### src/rtl/uart_tx_parity.sv
// UART transmitter: start bit, 8 data bits LSB first, configurable-sense parity bit, 1 or 2 stop bits.
// Bit time is a run-time clocks-per-bit value latched at frame accept.
module uart_tx_parity #(
  parameter int unsigned PARITY_ODD = 0,
  parameter int unsigned STOP_BITS  = 1
) (
  input  logic       clk,
  input  logic       rst,
  input  logic [7:0] count,
  input  logic       tx_start,
  input  logic [7:0] data_in,
  output logic       serial_out,
  output logic       tx_active,
  output logic       tx_done,
  output logic       even_parity
);

  localparam logic ODD_SENSE = (PARITY_ODD != 0);
  localparam logic TWO_STOP  = (STOP_BITS == 2);

  typedef enum logic [2:0] {IDLE, START, DATA, PARITY, STOP} state_t;

  state_t     state, state_n;
  logic [7:0] clk_cnt, clk_cnt_n;
  logic [7:0] bit_len, bit_len_n;
  logic [7:0] shift_reg, shift_n;
  logic [2:0] bit_idx, bit_idx_n;
  logic       stop_idx, stop_idx_n;
  logic       serial_n, active_n, done_n, parity_n;
  logic       bit_end;
  logic       stop_last;

  assign bit_end   = (clk_cnt == bit_len - 8'd1);
  assign stop_last = !TWO_STOP || stop_idx;

  // Outputs are computed one cycle ahead so every port comes straight from a flop.
  always_comb begin
    state_n    = state;
    clk_cnt_n  = clk_cnt;
    bit_len_n  = bit_len;
    shift_n    = shift_reg;
    bit_idx_n  = bit_idx;
    stop_idx_n = stop_idx;
    serial_n   = serial_out;
    active_n   = tx_active;
    done_n     = 1'b0;
    parity_n   = even_parity;

    if (state != IDLE) begin
      clk_cnt_n = bit_end ? '0 : clk_cnt + 8'd1;
    end

    case (state)
      IDLE: begin
        if (tx_start) begin
          shift_n    = data_in;
          bit_len_n  = (count == 8'd0) ? 8'd1 : count;
          parity_n   = ^data_in ^ ODD_SENSE;
          clk_cnt_n  = '0;
          bit_idx_n  = '0;
          stop_idx_n = 1'b0;
          serial_n   = 1'b0;
          active_n   = 1'b1;
          state_n    = START;
        end
      end
      START: begin
        if (bit_end) begin
          serial_n = shift_reg[0];
          state_n  = DATA;
        end
      end
      DATA: begin
        if (bit_end) begin
          shift_n   = shift_reg >> 1;
          bit_idx_n = bit_idx + 3'd1;
          if (bit_idx == 3'd7) begin
            serial_n = even_parity;
            state_n  = PARITY;
          end else begin
            serial_n = shift_reg[1];
          end
        end
      end
      PARITY: begin
        if (bit_end) begin
          serial_n   = 1'b1;
          stop_idx_n = 1'b0;
          state_n    = STOP;
        end
      end
      STOP: begin
        if (bit_end) begin
          if (stop_last) begin
            active_n = 1'b0;
            done_n   = 1'b1;
            state_n  = IDLE;
          end else begin
            stop_idx_n = 1'b1;
          end
        end
      end
      default: state_n = IDLE;
    endcase
  end

  always_ff @(posedge clk or negedge rst) begin
    if (!rst) begin
      state       <= IDLE;
      clk_cnt     <= '0;
      bit_len     <= 8'd1;
      shift_reg   <= '0;
      bit_idx     <= '0;
      stop_idx    <= 1'b0;
      serial_out  <= 1'b1;
      tx_active   <= 1'b0;
      tx_done     <= 1'b0;
      even_parity <= 1'b0;
    end else begin
      state       <= state_n;
      clk_cnt     <= clk_cnt_n;
      bit_len     <= bit_len_n;
      shift_reg   <= shift_n;
      bit_idx     <= bit_idx_n;
      stop_idx    <= stop_idx_n;
      serial_out  <= serial_n;
      tx_active   <= active_n;
      tx_done     <= done_n;
      even_parity <= parity_n;
    end
  end

endmodule

### config.mk
export PLATFORM = sky130hd
export DESIGN_NAME = uart_tx_parity
export DESIGN_NICKNAME = d
export VERILOG_FILES = /design/src/rtl/uart_tx_parity.sv
export SDC_FILE = /design/constraint.sdc
export NUM_CORES = 1
export LEC_CHECK = 0
export CORE_AREA = 10 10 83 67
export CTS_CLUSTER_SIZE = 20
export DETAILED_ROUTE_END_ITERATION = 8
export DIE_AREA = 0 0 93 77
export GPL_ROUTABILITY_DRIVEN = 0
export PLACE_DENSITY = 0.73
export SYNTH_ARGS = -nofsm -noshare
export SYNTH_HDL_FRONTEND = slang
export SYNTH_SLANG_ARGS = --single-unit
### constraint.sdc
create_clock -name clk -period 2.8 [get_ports clk]
set_input_delay 0.28 -clock clk [delete_from_list [all_inputs] [get_ports clk]]
set_output_delay 0.28 -clock clk [all_outputs]
set_load 0.01 [all_outputs]
==> out/results.ini, run 1 <==
[die]
rows=20
die_h_um=77
dieWidth_um=93
die_area_um2=7160
ios=23
coreArea_um2=3950
initial_core_util_pct=48.8

[yosys]
syn-cell-area_um2=1930
post-synth-top-area-fraction_pct=41.5
mappedNetlistNets=197
synth_ff_type=dfrtp_1
async_flop_share_pct=100
synth-compound-area-share_pct=10.9
synth_top_family_by_area=multiplexers
yosysTopAreaCell=dfrtp_1
synth_edf_count=0
synth_mux_area_share_pct=14.4
seq_area_frac_synth_pct=44.2
synth_area_leaders=dfrtp_1, mux2_2, xnor2_1
synthSimpleGateAreaFrac_pct=14.1
yosysWarnings=0
yosysUniqueCellTypes=44
ys_ff_latch=34
syn_area_per_cell_um2=11.1
netlist_instances=174
synthXorXnorAreaFrac_pct=10.9
synthAdderAreaFrac_pct=2.59

[critical_path]
start_kind=register
required_ps=2980
critical_path_arrival_ps=2990
worst_path_largest_cell_delay_ps=540
setup.worst_path.class=reg2reg
slowest_stage=or4_4
end_kind=register
crit_chain=inv_2 -> ha_4 -> or3b_4 -> or4_4 -> a221oi_4 -> nand3_2 -> a211oi_4 -> buf_6 -> mux2_4
critPathMaxFanout=5
cp_top_family=simple AND/OR/NAND/NOR gates
critPathBufInv=2

[place]
dp_hpwl_um=3260
io_buffers=22
post-place-ws_ps=-59.7
placed_cell_area_um2=2270
place_inst=257

[grt]
gr-total-overflow=0
antenna_found_initial=0
grt_pass1_wl_um=7620
grt_pass1_vias=1553
grt_usage_pct=13.1
grt_max_degree=35

[finish]
final_cell_count_no_fill=270
area_growth_pct=27.2
final_nets=237
drive_gt1_share_pct=27.9
design_area_um2=2450
final_util_pct=62.1
antenna_cells=0

[route]
drc=0
wire_per_inst_um=16.3
first_pass_iters=4
vias=1473
wirelength_um=4410
vias_per_cell=5.46
drtIter0Drc=71
detail-route-antenna-nets=0

[timing]
fmax_mhz=356
layout_setup_ws_ps=-6.38
slew_viol_final=0
hold_viol=0
holdWs_ps=387
fin_setup_tns_ps=-10.7
rsz0062_at_grt=yes
finalCritPeriodShare_pct=100
slew_headroom_pct=67.2
setup_viol=2
finalClockSkew_ps=4.13
tightest_slew_ps=487
post-route-min-period_ps=2810

[power_and_ir_drop]
power_frac_clock_pct=16.5
peakVddDrop_mv=0.432
seqPwrFrac_pct=37.6
fin_total_pwr_mw=2.34
power.share.switching_pct=36.9
power_density_nw_per_um2=951
total_leakage_power_nw=1.04
switchingPower_uw=862
p_int_mw=1.47
power_frac_comb_pct=45.9

[clock_tree]
cts_buffers=5
cts_tree=done
postCtsHoldBufs=0
clock_latency_ps=300
ctsRootBufferMaster=clkbuf_8
clkTransAtPathRegs_ps=70
clock_sinks=34
clockBufferDepth=2
cts_max_level=2

[run_status]
violations=setup timing
outcome=finished, violations left

[run]
max_cap_violations=0

[worst_hold_path]
min_path_type=in2async

[metal layers]
metal | global-route usage, % | routed length, µm | up-vias
met3 | 4.18 | 201 | 5
met5 | 0 | 0 | -
met2 | 19.7 | 2080 | 26
met1 | 16.7 | 2060 | 733
li1 | - | - | 709
met4 | 5.38 | 62 | 0
[power groups by stage]
stage          combinational, mW  sequential [mW]  clock (mW)
4_1_cts                     1.06            0.873       0.395
3_5_place_dp               0.973            0.872           0
2_1_floorplan              0.716            0.817           0
6_report                    1.07            0.879       0.386
5_1_grt                     1.18            0.914       0.410
3_3_place_gp               0.925            0.858           0
[area by class of cell]
| cell class | instances | area (µm²) |
|---|---|---|
| well taps | 55 | 68.8 |
| inverters | 7 | 26.3 |
| repair buffers | 38 | 348 |
| clock buffers | 7 | 86.3 |
| flip-flops and latches | 34 | 853 |
| fillers | 349 | 1500 |
| multi-input cells | 128 | 1070 |
| clock inverters | 1 | 5.00 |
[cell usage in the layout, fill, tap and decap left out, drive strengths merged, types with 2 or more instances in the layout]
cell | synthesis | final
nor4 | 2 | 2
dfstp | 2 | 2
ha | 4 | 4
or3 | 2 | 2
clkdlybuf4s50 | 0 | 22
a21oi | 3 | 3
mux2i | 3 | 3
o2bb2ai | 3 | 3
dfrtp | 32 | 32
clkbuf | 3 | 7
o21ai | 10 | 10
nand2 | 11 | 11
xor2 | 6 | 6
nor2 | 11 | 11
xnor2 | 15 | 15
mux2 | 20 | 20
nand3 | 4 | 4
a211oi | 3 | 3
buf | 2 | 16
nand3b | 2 | 2
nor3 | 7 | 7
and3 | 4 | 4
inv | 7 | 7
o31ai | 2 | 2
or4 | 3 | 3
[cell families after synthesis]
logic type | Yosys count
and+or+nand+nor | 50
DFF | 34
AOI/OAI and AO/OA | 29
muxes | 23
xor gates and xnor gates | 22
buffers and inverters | 12
adders and majority gates | 4
[repair_timing]
item / 4_1_cts / 5_1_grt
hold endpoints to repair: 0 / 0
gates resized for setup: 11 / 2
setup buffers: 3 / 2
cloned: 1 / 0
pin swaps: 4 / 0
setup endpoints to repair: 7 / 10
[final timing paths]
check | start | end | slack, ps | depth (start not counted)
max | bit_len[1] | shift_reg[1] | -6 | 9
min | rst | clk_cnt[7] | 390 | 2
max reg2reg | bit_len[1] | shift_reg[1] | -6 | 9
min reg2reg | bit_idx[0] | bit_idx[0] | 490 | 1
max in group asynchronous | rst | serial_out | 2080 | 2
min in group clk | bit_idx[0] | bit_idx[0] | 490 | 1
[synthesized netlist by cell type, types with 3 or more instances]
cell	count
dfrtp_1	32
xnor2_1	15
mux2_2	14
nand2_1	11
nor2_1	10
o21ai_0	10
inv_1	7
nor3_1	7
mux2_4	6
xor2_1	6
ha_1	4
a21oi_1	3
clkbuf_1	3
mux2i_1	3
nand3_1	3
o2bb2ai_1	3
or4_1	3
Note: power is estimated with default switching activity, not from simulation.
==> inputs of run 2 (changes only) <==
==> constraint.sdc (replaced) <==
create_clock -name clk -period 2.8 [get_ports clk]
set_input_delay 0.28 -clock clk [delete_from_list [all_inputs] [get_ports clk]]
set_output_delay 0.28 -clock clk [all_outputs]
set_load 0.02 [all_outputs]
==> results of run 2 <==
The final DEF is identical to that of run 1. Status: finished, violations left: setup timing.
Main changes from that run: total power 2.34 mW -> 2.35 mW
==> inputs of run 3 (changes only) <==
==> config.mk (replaced) <==
export PLATFORM = sky130hd
export DESIGN_NAME = uart_tx_parity
export DESIGN_NICKNAME = d
export VERILOG_FILES = /design/src/rtl/uart_tx_parity.sv
export SDC_FILE = /design/constraint.sdc
export NUM_CORES = 1
export LEC_CHECK = 0
export CORE_AREA = 10 10 82 66
export CTS_BUF_LIST = sky130_fd_sc_hd__clkbuf_2 sky130_fd_sc_hd__clkbuf_4 sky130_fd_sc_hd__clkbuf_8
export CTS_CLUSTER_SIZE = 20
export DETAILED_ROUTE_END_ITERATION = 8
export DIE_AREA = 0 0 92 76
export GPL_ROUTABILITY_DRIVEN = 0
export PLACE_DENSITY = 0.76
export SYNTH_ARGS = -nofsm -noshare
export SYNTH_HDL_FRONTEND = slang
export SYNTH_SLANG_ARGS = --single-unit
==> constraint.sdc (replaced) <==
create_clock -name clk -period 2.8 [get_ports clk]
set_input_delay 0.42 -clock clk [delete_from_list [all_inputs] [get_ports clk]]
set_output_delay 0.42 -clock clk [all_outputs]
set_load 0.02 [all_outputs]
==> run 3 against run 2 <==
The flow now finishes without violations. Clock-buffer cell count is the same. Sequential share of layout area rose by 0.14 points. Utilization up 0.54 points. Final area is 0.41% lower. Total power rose by 0.66%. Critical path depth down 1. Sequential power is 0.8% higher. Cell count down 0.37%. Combinational power barely moved. Register-to-register slack barely moved. Maximum frequency up 0.26%. Largest power group unchanged.
==> out/results.ini, run 3 (synthesized netlist as in run 1, its figures left out) <==
[critical_path]
end_kind=register
slowest_stage=or4_4
setup.worst_path.start=bit_len[1]
worstReg2RegEnd=shift_reg[0]
cp_top_family=simple AND/OR/NAND/NOR gates
crit_chain=buf_4 -> or4_4 -> or3_4 -> a221oi_4 -> nand3_2 -> a211oi_4 -> buf_6 -> mux2_2
critPathBufInv=2  ; unchanged
r2r_setup_slack_ps=1  ; about the same
critical_path_arrival_ps=2970  ; -20 ps
reg2regPathDepth=8  ; -1
timing.rr.start=bit_len[1]
setup.worst_path.class=reg2reg
critPathMaxFanout=5  ; unchanged
cp.depth=8  ; -1
required_ps=2970  ; about the same
start_kind=register
worst_path_largest_cell_delay_ps=480  ; -60 ps
cp-endpoint=shift_reg[0]

[route]
drtIter0Drc=70  ; -1.4%
wirelength_um=4460  ; +1.2%
drc=0  ; unchanged
detail-route-antenna-nets=0  ; unchanged
wire_per_inst_um=16.6  ; +1.5%
first_pass_iters=4  ; unchanged
vias_per_cell=5.53  ; +1.4%
dr_wl_met3_um=326  ; +62%
met2_length_um=2150  ; +3.2%
vias=1488  ; +1.0%
maxUsedRoutingLayer=met4
wirelength_met1_um=1910  ; -7.2%

[timing]
rsz0062_at_grt=yes
slew_viol_final=0  ; unchanged
post-route-min-period_ps=2800  ; -7.38 ps
finalClockSkew_ps=1.94  ; -2.19 ps
slew_headroom_pct=67.1  ; -0.17 points
tightest_slew_ps=490  ; +2.50 ps
setup_viol=0  ; -2
layout_setup_ws_ps=0.995  ; +7.38 ps
finalCritPeriodShare_pct=100  ; -0.26 points
fmax_mhz=357  ; +0.26%
hold_viol=0  ; unchanged

[clock_tree]
cts_max_level=2  ; unchanged
cts_buffers=5  ; unchanged
postCtsHoldBufs=0  ; unchanged
clock_latency_ps=280  ; -20 ps
cts_tree=done
clock_sinks=34  ; unchanged
clockBufferDepth=2  ; unchanged
clkTransAtPathRegs_ps=70  ; about the same
ctsRootBufferMaster=clkbuf_8

[worst_hold_path]
min_path_type=reg2reg

[die]
initial_core_util_pct=49.4  ; +0.63 points
coreArea_um2=3900  ; -1.3%
die_area_um2=6990  ; -2.4%
dieWidth_um=92  ; -1.1%
die_h_um=76  ; -1.3%
ios=23  ; unchanged
rows=20  ; unchanged

[place]
io_buffers=22  ; unchanged
post-place-ws_ps=-96.8  ; -37.0 ps
dp_hpwl_um=3310  ; +1.6%

[power_and_ir_drop]
power_frac_clock_pct=16.2
peakVddDrop_mv=0.603
seqPwrFrac_pct=37.5
fin_total_pwr_mw=2.36
power_density_nw_per_um2=966
p_int_mw=1.49
total_leakage_power_nw=1.03  ; -0.41%
switchingPower_uw=873
power.share.switching_pct=37.0
power_frac_comb_pct=46.2

[finish]
antenna_cells=0  ; unchanged
final_cell_mix=dfrtp_1, clkdlybuf4s50_1, xnor2_1
final_common_cell=dfrtp_1
final_nets=236  ; -0.42%
area_growth_pct=26.7
drive_gt1_share_pct=28.0  ; +0.13 points

[grt]
grt_max_degree=35  ; unchanged
grt_usage_pct=13.6  ; +0.51 points
grt_pass1_wl_um=7810  ; +2.4%
antenna_found_initial=0  ; unchanged
grt_pass1_vias=1615  ; +4.0%
gr-total-overflow=0  ; unchanged

[run]
max_cap_violations=0  ; unchanged

[run_status]
outcome=complete, no violations

run 3: changes by cell type in the layout (fill, tap and decap cells not counted):
| cell | previous run | this run |
|---|---|---|
| or4_4 | 1 | 2 |
| o2bb2ai_1 | 2 | 3 |
| o2bb2ai_2 | 1 | 0 |
| or4_1 | 2 | 1 |
| mux2_4 | 7 | 6 |
| clkbuf_4 | 0 | 1 |
| buf_4 | 14 | 13 |
| mux2_2 | 13 | 14 |
| clkbuf_1 | 1 | 0 |
run 3: metrics by stage:
stage	std cells	setup TNS, ps	area [µm²]	hold WS [ps]	utilization, %
6_report	269	0	2440	480	62.6
5_1_grt	269	-564	2440	517	62.6
4_1_cts	267	0	2410	482	61.8
3_5_place_dp	257	-452	2270	473	58.2
3_3_place_gp	257	0	2270	468	58.2
2_1_floorplan	174	0	1930	124	-
run 3: worst min-delay path by stage:
stage	from	end	slack (ps)	depth (start not counted)
detailed placement	bit_idx[0]	bit_idx[0]	470	1
global route	bit_idx[0]	bit_idx[0]	520	1
floorplan	rst	bit_idx[0]	120	0
CTS	bit_idx[0]	bit_idx[0]	480	1
global placement	bit_idx[0]	bit_idx[0]	470	1
finish	bit_idx[0]	bit_idx[0]	480	1
run 3: cell type report:
class,instances,area [µm²]
flip-flops and latches,34,853
clock inverters,1,5.00
multi-input cells,128,1060
well taps,55,68.8
fillers,319,1460
repair buffers,37,340
inverters,7,26.3
clock buffers,7,90.1
run 3: what timing repair did:
action / in CTS / in global routing
gates resized for setup: 7 / 5
endpoints found under the setup margin: 7 / 10
pin swaps: 5 / 0
gates cloned: 1 / 0
buffers inserted: 1 / 2
run 3: layer usage:
metal / vias up / GRT usage [%]
li1: 705 / -
met1: 726 / 16.1
met2: 49 / 21.7
met3: 8 / 4.82
met4: 0 / 5.69
met5: - / 0
run 3: power by group through the flow:
stage	Clock, mW	Sequential (mW)	Combinational [mW]
finish	0.383	0.886	1.09
CTS	0.387	0.880	1.05
detailed placement	0	0.879	0.985
global placement	0	0.864	0.927
global route	0.414	0.918	1.19
floorplan	0	0.828	0.716
